File: config.mk
export PLATFORM = sky130hd
export DESIGN_NAME = axis_frame_seq_flat
export DESIGN_NICKNAME = d
export VERILOG_FILES = /design/src/rtl/axis_frame_seq_pkg.sv /design/src/rtl/axis_frame_seq_if.sv /design/src/rtl/axis_frame_seq_rd_stage.sv /design/src/rtl/axis_frame_seq.sv /design/src/flat_wrapper.sv
export SDC_FILE = /design/constraint.sdc
export NUM_CORES = 1
export LEC_CHECK = 0
export BUFFER_PORTS_ARGS = -buffer_cell sky130_fd_sc_hd__buf_2
export CAP_MARGIN = 20
export CORE_MARGIN = 2
export CORE_UTILIZATION = 33
export DETAILED_ROUTE_END_ITERATION = 16
export GPL_ROUTABILITY_DRIVEN = 0
export HOLD_SLACK_MARGIN = 0.1
export PLACE_DENSITY_LB_ADDON = 0.12
export SETUP_SLACK_MARGIN = 0.15
export SLEW_MARGIN = 20
export SYNTH_ARGS = -nofsm -noshare
export SYNTH_HDL_FRONTEND = slang
export SYNTH_HIERARCHICAL = 1
export SYNTH_SLANG_ARGS = --single-unit
File: constraint.sdc
create_clock -name clk -period 2.95 [get_ports clk]
set_input_delay 0.59 -clock clk [delete_from_list [all_inputs] [get_ports clk]]
set_output_delay 0.59 -clock clk [all_outputs]
set_load 0.01 [all_outputs]
File: src/rtl/axis_frame_seq_pkg.sv
// Shared types and constants for the frame sequencer: FSM states, default
// frame length and drop counter width.
package axis_seq_pkg;

  typedef enum logic [1:0] {
    IDLE  = 2'd0,
    FILL  = 2'd1,
    DRAIN = 2'd2
  } seq_state_e;

  localparam int DEF_LEN_DEFAULT = 800;
  localparam int DROP_CNT_W      = 16;

endpackage

File: src/rtl/axis_frame_seq_if.sv
// Input-word, buffer-RAM and AXI-Stream handshake bundle of the sequencer.
// master = sequencer side, slave = surrounding environment side.
interface axis_frame_seq_if #(
  parameter int ADDR_W = 10
) ();

  logic              in_valid;
  logic              in_last;
  logic              in_ready;
  logic              buf_we;
  logic [ADDR_W-1:0] buf_waddr;
  logic              buf_re;
  logic [ADDR_W-1:0] buf_raddr;
  logic              m_axis_tvalid;
  logic              m_axis_tlast;
  logic              m_axis_tready;

  modport master (
    input  in_valid, in_last, m_axis_tready,
    output in_ready, buf_we, buf_waddr, buf_re, buf_raddr, m_axis_tvalid, m_axis_tlast
  );

  modport slave (
    output in_valid, in_last, m_axis_tready,
    input  in_ready, buf_we, buf_waddr, buf_re, buf_raddr, m_axis_tvalid, m_axis_tlast
  );

endinterface

File: src/rtl/axis_frame_seq_rd_stage.sv
// Drain-side read issue and tvalid/tlast output register; beats hold while
// the downstream stalls, and the RAM keeps its data because no read issues.
module axis_rd_stage #(
  parameter int ADDR_W = 10
) (
  input  logic            clk,
  input  logic            rstn,
  input  logic            en,
  input  logic [ADDR_W:0] rcnt,
  input  logic [ADDR_W:0] nwords,
  input  logic            tready,
  output logic            buf_re,
  output logic            tvalid,
  output logic            tlast
);

  localparam logic [ADDR_W:0] CNT_ONE = {{ADDR_W{1'b0}}, 1'b1};

  logic re_s;
  logic tvalid_q, tvalid_d;
  logic tlast_q, tlast_d;

  // Issue a read when words remain and the output slot is free or draining.
  always_comb begin
    re_s     = en & (rcnt < nwords) & (~tvalid_q | tready);
    tvalid_d = tvalid_q;
    tlast_d  = tlast_q;
    if (re_s) begin
      tvalid_d = 1'b1;
      tlast_d  = (rcnt == (nwords - CNT_ONE));
    end else if (tready) begin
      tvalid_d = 1'b0;
      tlast_d  = 1'b0;
    end else begin
      tvalid_d = tvalid_q;
      tlast_d  = tlast_q;
    end
  end

  // Output beat register.
  always_ff @(posedge clk or negedge rstn) begin
    if (!rstn) begin
      tvalid_q <= 1'b0;
      tlast_q  <= 1'b0;
    end else begin
      tvalid_q <= tvalid_d;
      tlast_q  <= tlast_d;
    end
  end

  assign buf_re = re_s;
  assign tvalid = tvalid_q;
  assign tlast  = tlast_q;

endmodule

File: src/rtl/axis_frame_seq.sv
// Single-frame buffer sequencer: fill phase writes input words, drain phase
// streams them out. Optional drop counter: define AXIS_FRAME_SEQ_DROPCNT_EN.
module axis_frame_seq
  import axis_seq_pkg::*;
#(
  parameter int ADDR_W  = 10,
  parameter int DEF_LEN = DEF_LEN_DEFAULT
) (
  input  logic                  clk,
  input  logic                  rstn,
  input  logic [ADDR_W:0]       cfg_len,
  axis_frame_seq_if.master      bus,
  output logic                  busy,
  output logic                  frame_done,
`ifdef AXIS_FRAME_SEQ_DROPCNT_EN
  output logic [DROP_CNT_W-1:0] drop_cnt,
`endif
  output logic                  ovf
);

  localparam logic [ADDR_W:0] CNT_ZERO  = {(ADDR_W+1){1'b0}};
  localparam logic [ADDR_W:0] CNT_ONE   = {{ADDR_W{1'b0}}, 1'b1};
  localparam logic [ADDR_W:0] DEPTH_C   = {1'b1, {ADDR_W{1'b0}}};
  localparam logic [ADDR_W:0] DEF_LEN_C = DEF_LEN[ADDR_W:0];

  function automatic logic [ADDR_W:0] eff_len(input logic [ADDR_W:0] c);
    if (c == CNT_ZERO)     eff_len = DEF_LEN_C;
    else if (c > DEPTH_C)  eff_len = DEPTH_C;
    else                   eff_len = c;
  endfunction

  seq_state_e      state_q, state_d;
  logic [ADDR_W:0] wcnt_q, wcnt_d;
  logic [ADDR_W:0] rcnt_q, rcnt_d;
  logic [ADDR_W:0] nwords_q, nwords_d;
  logic [ADDR_W:0] len_q, len_d;
  logic            in_ready_q, in_ready_d;
  logic            busy_q, busy_d;
  logic            frame_done_q, frame_done_d;
  logic            ovf_q, ovf_d;
  logic            wr_en_s, drop_s, rd_re_s, last_acc_s, first_last_s;
  logic            tvalid_s, tlast_s;
  logic [ADDR_W:0] first_len_s;

  // Frame FSM next-state and counter updates.
  always_comb begin
    state_d      = state_q;
    wcnt_d       = wcnt_q;
    rcnt_d       = rcnt_q;
    nwords_d     = nwords_q;
    len_d        = len_q;
    frame_done_d = 1'b0;
    wr_en_s      = bus.in_valid & in_ready_q;
    drop_s       = bus.in_valid & ~in_ready_q;
    last_acc_s   = tvalid_s & bus.m_axis_tready & tlast_s;
    first_len_s  = eff_len(cfg_len);
    first_last_s = bus.in_last | (first_len_s == CNT_ONE);
    case (state_q)
      IDLE: begin
        if (wr_en_s) begin
          len_d  = first_len_s;
          wcnt_d = CNT_ONE;
          if (first_last_s) begin
            nwords_d = CNT_ONE;
            rcnt_d   = CNT_ZERO;
            state_d  = DRAIN;
          end else begin
            state_d  = FILL;
          end
        end else begin
          state_d = IDLE;
        end
      end
      FILL: begin
        if (wr_en_s) begin
          wcnt_d = wcnt_q + CNT_ONE;
          if (bus.in_last || ((wcnt_q + CNT_ONE) == len_q)) begin
            nwords_d = wcnt_q + CNT_ONE;
            rcnt_d   = CNT_ZERO;
            state_d  = DRAIN;
          end else begin
            state_d  = FILL;
          end
        end else begin
          state_d = FILL;
        end
      end
      DRAIN: begin
        if (rd_re_s) rcnt_d = rcnt_q + CNT_ONE;
        else         rcnt_d = rcnt_q;
        if (last_acc_s) begin
          state_d      = IDLE;
          wcnt_d       = CNT_ZERO;
          frame_done_d = 1'b1;
        end else begin
          state_d      = DRAIN;
        end
      end
      default: state_d = IDLE;
    endcase
    in_ready_d = (state_d != DRAIN);
    busy_d     = (state_d != IDLE);
    ovf_d      = ovf_q | drop_s;
  end

  // FSM state, counters and registered status outputs.
  always_ff @(posedge clk or negedge rstn) begin
    if (!rstn) begin
      state_q      <= IDLE;
      wcnt_q       <= CNT_ZERO;
      rcnt_q       <= CNT_ZERO;
      nwords_q     <= CNT_ZERO;
      len_q        <= CNT_ZERO;
      in_ready_q   <= 1'b1;
      busy_q       <= 1'b0;
      frame_done_q <= 1'b0;
      ovf_q        <= 1'b0;
    end else begin
      state_q      <= state_d;
      wcnt_q       <= wcnt_d;
      rcnt_q       <= rcnt_d;
      nwords_q     <= nwords_d;
      len_q        <= len_d;
      in_ready_q   <= in_ready_d;
      busy_q       <= busy_d;
      frame_done_q <= frame_done_d;
      ovf_q        <= ovf_d;
    end
  end

`ifdef AXIS_FRAME_SEQ_DROPCNT_EN
  logic [DROP_CNT_W-1:0] drop_cnt_q, drop_cnt_d;

  // Saturating count of words dropped while not ready.
  always_comb begin
    if (drop_s && (drop_cnt_q != {DROP_CNT_W{1'b1}})) drop_cnt_d = drop_cnt_q + {{(DROP_CNT_W-1){1'b0}}, 1'b1};
    else                                              drop_cnt_d = drop_cnt_q;
  end

  // Drop counter register.
  always_ff @(posedge clk or negedge rstn) begin
    if (!rstn) drop_cnt_q <= {DROP_CNT_W{1'b0}};
    else       drop_cnt_q <= drop_cnt_d;
  end

  assign drop_cnt = drop_cnt_q;
`endif

  axis_rd_stage #(.ADDR_W(ADDR_W)) u_rd (
    .clk    (clk),
    .rstn   (rstn),
    .en     (state_q == DRAIN),
    .rcnt   (rcnt_q),
    .nwords (nwords_q),
    .tready (bus.m_axis_tready),
    .buf_re (rd_re_s),
    .tvalid (tvalid_s),
    .tlast  (tlast_s)
  );

  assign bus.in_ready      = in_ready_q;
  assign bus.buf_we        = wr_en_s;
  assign bus.buf_waddr     = wcnt_q[ADDR_W-1:0];
  assign bus.buf_re        = rd_re_s;
  assign bus.buf_raddr     = rcnt_q[ADDR_W-1:0];
  assign bus.m_axis_tvalid = tvalid_s;
  assign bus.m_axis_tlast  = tlast_s;
  assign busy              = busy_q;
  assign frame_done        = frame_done_q;
  assign ovf               = ovf_q;

endmodule

File: src/flat_wrapper.sv
// flat-port wrapper written by rule: the top's interface ports become plain ports
module axis_frame_seq_flat import axis_seq_pkg::*;
#(
  parameter int ADDR_W  = 10,
  parameter int DEF_LEN = DEF_LEN_DEFAULT
)
  (clk, rstn, cfg_len, busy, frame_done, ovf, bus_in_valid, bus_in_last, bus_m_axis_tready, bus_in_ready, bus_buf_we, bus_buf_waddr, bus_buf_re, bus_buf_raddr, bus_m_axis_tvalid, bus_m_axis_tlast);
  axis_frame_seq_if #(.ADDR_W(ADDR_W)) bus_i ();
  input  logic clk;
  input  logic rstn;
  input  logic [ADDR_W:0] cfg_len;
  output logic busy;
  output logic frame_done;
  output logic ovf;
  input wire logic [$bits(bus_i.in_valid)-1:0] bus_in_valid;
  input wire logic [$bits(bus_i.in_last)-1:0] bus_in_last;
  input wire logic [$bits(bus_i.m_axis_tready)-1:0] bus_m_axis_tready;
  output wire logic [$bits(bus_i.in_ready)-1:0] bus_in_ready;
  output wire logic [$bits(bus_i.buf_we)-1:0] bus_buf_we;
  output wire logic [$bits(bus_i.buf_waddr)-1:0] bus_buf_waddr;
  output wire logic [$bits(bus_i.buf_re)-1:0] bus_buf_re;
  output wire logic [$bits(bus_i.buf_raddr)-1:0] bus_buf_raddr;
  output wire logic [$bits(bus_i.m_axis_tvalid)-1:0] bus_m_axis_tvalid;
  output wire logic [$bits(bus_i.m_axis_tlast)-1:0] bus_m_axis_tlast;
  assign bus_i.in_valid = bus_in_valid;
  assign bus_i.in_last = bus_in_last;
  assign bus_i.m_axis_tready = bus_m_axis_tready;
  assign bus_in_ready = bus_i.in_ready;
  assign bus_buf_we = bus_i.buf_we;
  assign bus_buf_waddr = bus_i.buf_waddr;
  assign bus_buf_re = bus_i.buf_re;
  assign bus_buf_raddr = bus_i.buf_raddr;
  assign bus_m_axis_tvalid = bus_i.m_axis_tvalid;
  assign bus_m_axis_tlast = bus_i.m_axis_tlast;
  axis_frame_seq #(.ADDR_W(ADDR_W), .DEF_LEN(DEF_LEN)) u_core (.clk(clk), .rstn(rstn), .cfg_len(cfg_len), .bus(bus_i), .busy(busy), .frame_done(frame_done), .ovf(ovf));
endmodule
# == Yosys cells after proc, flatten, opt, wreduce, memory -nomap -nowiden ==
# Cells that the tools add are included.
# op_classes
n_addsub,3
magnitude_cmp,2
eq_ne,12
n_mux,28
bitwise_logic,11
reduce_logical,11
# ops
cell,n
11-bit two-way mux,14
11-bit case mux with 3 select lines,2
11-bit by 1-bit adder with 11-bit output (second input constant),2
11-bit equality test,2
11-bit case mux with 2 select lines,1
11-bit by 1-bit equality test with 1-bit output (second input constant),1
11-bit > comparator (second input constant),1
11-bit logical NOT,1
11-bit less-than comparator,1
11-bit by 1-bit subtractor with 11-bit output (second input constant),1
2-bit two-way mux,5
2-bit != test (second input constant),4
1-bit bitwise AND,6
2-bit by 1-bit != test with 1-bit output (second input constant),3
2-bit case mux with 3 select lines,1
6-bit AND reduction,1
2-bit nonzero test,3
1-bit two-way mux,5
5-bit AND reduction,1
4-bit AND reduction,1
1-bit bitwise OR,3
3-bit nonzero test,1
2-bit by 1-bit equality test with 1-bit output (second input constant),1
2-bit equality test (second input constant),1
4 further kinds,5
# word_totals
register_bits,52
output_inout_bits,28
elab_cells,78

# == Logic depth before layout (Yosys ltp) ==
# depth
depth_word,9
depth_mapped,13
ltp_nobuf,12

# == Cells and area by module ==
# Netlist, hierarchy kept.
# by_module_without_submodules
module,n_inst,cells_per_inst,area_per_inst_um2
axis_frame_seq,1,343,3078.0
axis_rd_stage,1,93,732.0

# == Worst setup path after synthesis ==
# OpenSTA, ideal clock, no wires.
# synth_path
path_type,flip-flop to flip-flop
from,register u_core.nwords_q[4]
to,register u_core.rcnt_q[9]
setup_time_ns,0.132
arrival_time_ns,2.591
t_required_ns,2.818
path_slack_ns,0.227
stages_incl_launch_ff,14
path_buffers,1
synth_period_minus_slack_ns,2.723
cell_sequence,dfrtp_1 > inv_1 > ha_1 > a211oi_1 > nor2_1 > nor3_1 > o2111ai_1 > nor2_1 > nor2_1 > nor3_1 > clkbuf_1 > nand2_1 > o21ai_0 > o41ai_2
# synth_via
elab_chain_cells,5
# synth_rtl
item,line,rtl
from (decl),axis_frame_seq.sv:35,"logic [ADDR_W:0] nwords_q, nwords_d;"
from (signal assigned),axis_frame_seq.sv:122,nwords_q <= nwords_d;
11-bit less-than comparator,axis_frame_seq_rd_stage.sv:25,re_s = en & (rcnt < nwords) & (~tvalid_q | tready);
1-bit bitwise AND (2 in series),axis_frame_seq_rd_stage.sv:25,
via bus_buf_re,flat_wrapper.sv:21,output wire logic [$bits(bus_i.buf_re)-1:0] bus_buf_re;
2-bit != test (no line),-,
6-bit AND reduction (no line),-,
to (signal assigned),axis_frame_seq.sv:121,rcnt_q <= rcnt_d;
to (decl),axis_frame_seq.sv:34,"logic [ADDR_W:0] rcnt_q, rcnt_d;"
# The timed path passes the listed nets, and every way through them passes these cells.
# A chain may end at the register's enable or synchronous reset.

# == Worst setup path after layout ==
# layout_path
from,register u_core.nwords_q[4]
to,output bus_buf_re
# layout_via
elab_chain_cells,3
# layout_rtl
item,line
11-bit less-than comparator,axis_frame_seq_rd_stage.sv:25
1-bit bitwise AND (2 in series),axis_frame_seq_rd_stage.sv:25
to (decl),flat_wrapper.sv:21
# No other way between the ends.

==> qor.yml <==
worst_setup_path:
  worstPathRequired_ps: 2360
  path_buf_inv: 3
  cp.arrival_ps: 2110
  path_class: "reg2out"
  reg2reg_from: "u_core/wcnt_q[0]"
  crit_family: "simple AND/OR/NAND/NOR gates"
  critPathMaxStageDelay_ps: 400
  r2r_slack_ps: 330
  end_kind: "primary output"
  cpMaxStageDelayCell: "dfrtp_1"
  crit_path_start_kind: "flop"
  r2r_end: "u_core/rcnt_q[3]"
  rr_worst_depth: 9
  worstPathMaxFanout: 3
  crit_chain: "inv_2, ha_4, a211oi_2, nor2_1, nor3_2, o2111ai_2, nor2_2, buf_4, buf_2"
cts:
  cts_hold_buf: 0
  cts_tree: "built"
  clock_latency_ps: 300
  cts_buffer_depth: 2
  cts.sinks: 52
  cts_made_buffers: 5
  htree_levels: 2
  root_buffer: "clkbuf_16"
  clkSlewWorstSetupHoldPaths_ps: 70
pwr:
  max-vdd-ir-drop_mv: 0.3922
  powerDensity_nw_per_um2: 804.2
  p_leak_nw: 1.966
logic_synthesis:
  synth_edf_count: 0
  synth_top_cell_by_area: "dfrtp_1"
  syn-num-nets: 470
  syn-instance-count: 436
  synth.avg_cell_area_um2: 8.738
  synthTopCellsByArea: "dfrtp_1 (33%), o21ai_0 (7.1%), ha_1 (5.9%)"
  synthFlopType: "dfrtp_1"
  synth_area_um2: 3810
  seq_area_frac_synth_pct: 34.19
  yosysWarningCount: 6
  ys_ff_latch: 52
  async_flop_share_pct: 100.0
  synth_top_area_share_pct: 33.50
  synth_most_common_cell: "o21ai_0"
  synth_cell_types: 55
  synthTopCellsByCount: "o21ai_0 (54), dfrtp_1 (51), nand2_1 (43)"
run:
  max_cap_violations: 0
grt:
  grt_usage_pct: 16.52
  antenna_found_initial: 0
  grt_max_degree: 22
  grt_pass1_wl_um: 16610
  grt_remaining_overflow: 0
  grt_pass1_vias: 3117
detailed_routing:
  drt-initial-drc-count: 163
  antenna_left: 0
  vias_per_cell: 5.157
  finalWirelength_um: 10100
  num_vias: 3228
  drc_errors: 0
  wl_per_cell_um: 16.13
  first_pass_iters: 4
layout:
  diodes: 0
  nFillCells: 1159
  final_area_um2: 4422
  drive_gt1_share_pct: 24.84
  final_nets: 516
  final_util_pct: 39.06
  finalNonFillerCells: 626
  syn_to_final_growth_pct: 16.06
placed_design:
  place_area_um2: 4164
  dp_hpwl_um: 7707
  numPortBuffers: 43
  dpl_worst_slack_ps: -110.6
  dp_cells: 611
sta:
  worst_pin_slew_ps: 609.1
  skew_ps: 8.094
  fin_ws_ps: 252.7
  holdWs_ps: 230.1
  slew_headroom_pct: 59.29
  finalCritPeriodShare_pct: 91.43
  rsz0062_at_grt: "false"
  min_period_ps: 2697
  setup_viol: 0
  timing.final.hold_violations: 0
  drv_slew: 0
  max_freq_mhz: 370.7
die:
  die_width_um: 111.5
  io_pins: 44
  initial_core_util_pct: 33.65
  die-area_um2: 12420
  core_area_um2: 11320
  rows: 39
  die_h_um: 111.5
status:
  status: "complete, no violations"
min_path:
  worstHoldPathType: "in2async"
==> routing by layer <==
metal | up-vias | routed length (um) | GRT usage, % | share of wire [%]
met5 | - | 0 | 0 | 0
met4 | 0 | 84 | 3.704 | 0.83
met3 | 10 | 272 | 2.395 | 2.7
met2 | 53 | 4368 | 24.76 | 43
met1 | 1544 | 5373 | 25.24 | 53
li1 | 1621 | - | - | -
==> worst register-to-register path, cell delays in order (launching register included) <==
cell	delay [ps]
dfrtp_1	350
ha_1	210
nand3_4	140
or2_2	370
or3_1	340
o2111a_1	170
a41oi_4	260
o21a_1	380
o21ai_0	190
o31ai_2	100
==> cell type report <==
type                       instances  area, um^2  area share, %
clock buffer                       6       138.9          3.141
clock inverter                     2       13.76         0.3113
tap                              143       178.9          4.046
multi-input combinational        321        2227          50.37
sequential                        52        1305          29.51
timing repair buffer              76       460.4          10.41
inverter                          26       97.59          2.207
==> power by group <==
group / switching, mW / internal, mW
clock network: 0.274 / 0.340
logic: 1.11 / 0.815
registers: 0.149 / 0.874
total: 1.53 / 2.03
==> metrics by stage <==
stage	TNS (ps)	total power, mW
2_1_floorplan	0	2.263
3_3_place_gp	-72.85	2.772
3_5_place_dp	-194.6	2.783
4_1_cts	0	3.552
5_1_grt	0	3.815
6_report	0	3.556
==> timing repair <==
item	4_1_cts	5_1_grt
resized for setup	8	9
setup buffers	6	1
pin swaps	3	4
setup endpoints to repair	12	22
==> cells in the final DEF (no fill, tap or decap), drive strengths merged, types with 13 or more instances in the layout <==
cell type	count
inv	27
a21oi	14
nor2	28
ha	18
o21ai	59
buf	76
nand3	19
nand2	43
o31ai	13
dfrtp	51
xnor2	23
==> registers in the layout, summed over array words and instances, names as in the netlist <==
signal	flops
u_core/bus.in_ready	1
u_core/busy	1
u_core/frame_done	1
u_core/len_q	11
u_core/nwords_q	11
u_core/ovf	1
u_core/rcnt_q	11
u_core/state_q	2
u_core/u_rd/tlast	1
u_core/u_rd/tvalid	1
u_core/wcnt_q	11
==> cell families after synthesis <==
family / count (synthesis) / share of synthesized area [%]
simple gates: 144 / 20.72
buf+inv: 63 / 8.735
mux: 3 / 0.8210
compound gates: 121 / 20.66
xor+xnor: 35 / 8.965
fa+ha+maj: 18 / 5.911
flops: 52 / 34.19
==> worst max-delay path by stage <==
stage | startpoint | to | slack (ps) | depth (start not counted)
2_1_floorplan | u_core/nwords_q[4] | u_core/rcnt_q[9] | 230 | 13
3_3_place_gp | u_core/nwords_q[4] | u_core/rcnt_q[5] | -50 | 12
3_5_place_dp | u_core/nwords_q[4] | u_core/rcnt_q[3] | -110 | 12
4_1_cts | u_core/wcnt_q[2] | u_core/nwords_q[5] | 170 | 8
5_1_grt | u_core/nwords_q[4] | bus_buf_re | 140 | 9
6_report | u_core/nwords_q[4] | bus_buf_re | 250 | 9
Power figures use the tool's default switching activity.
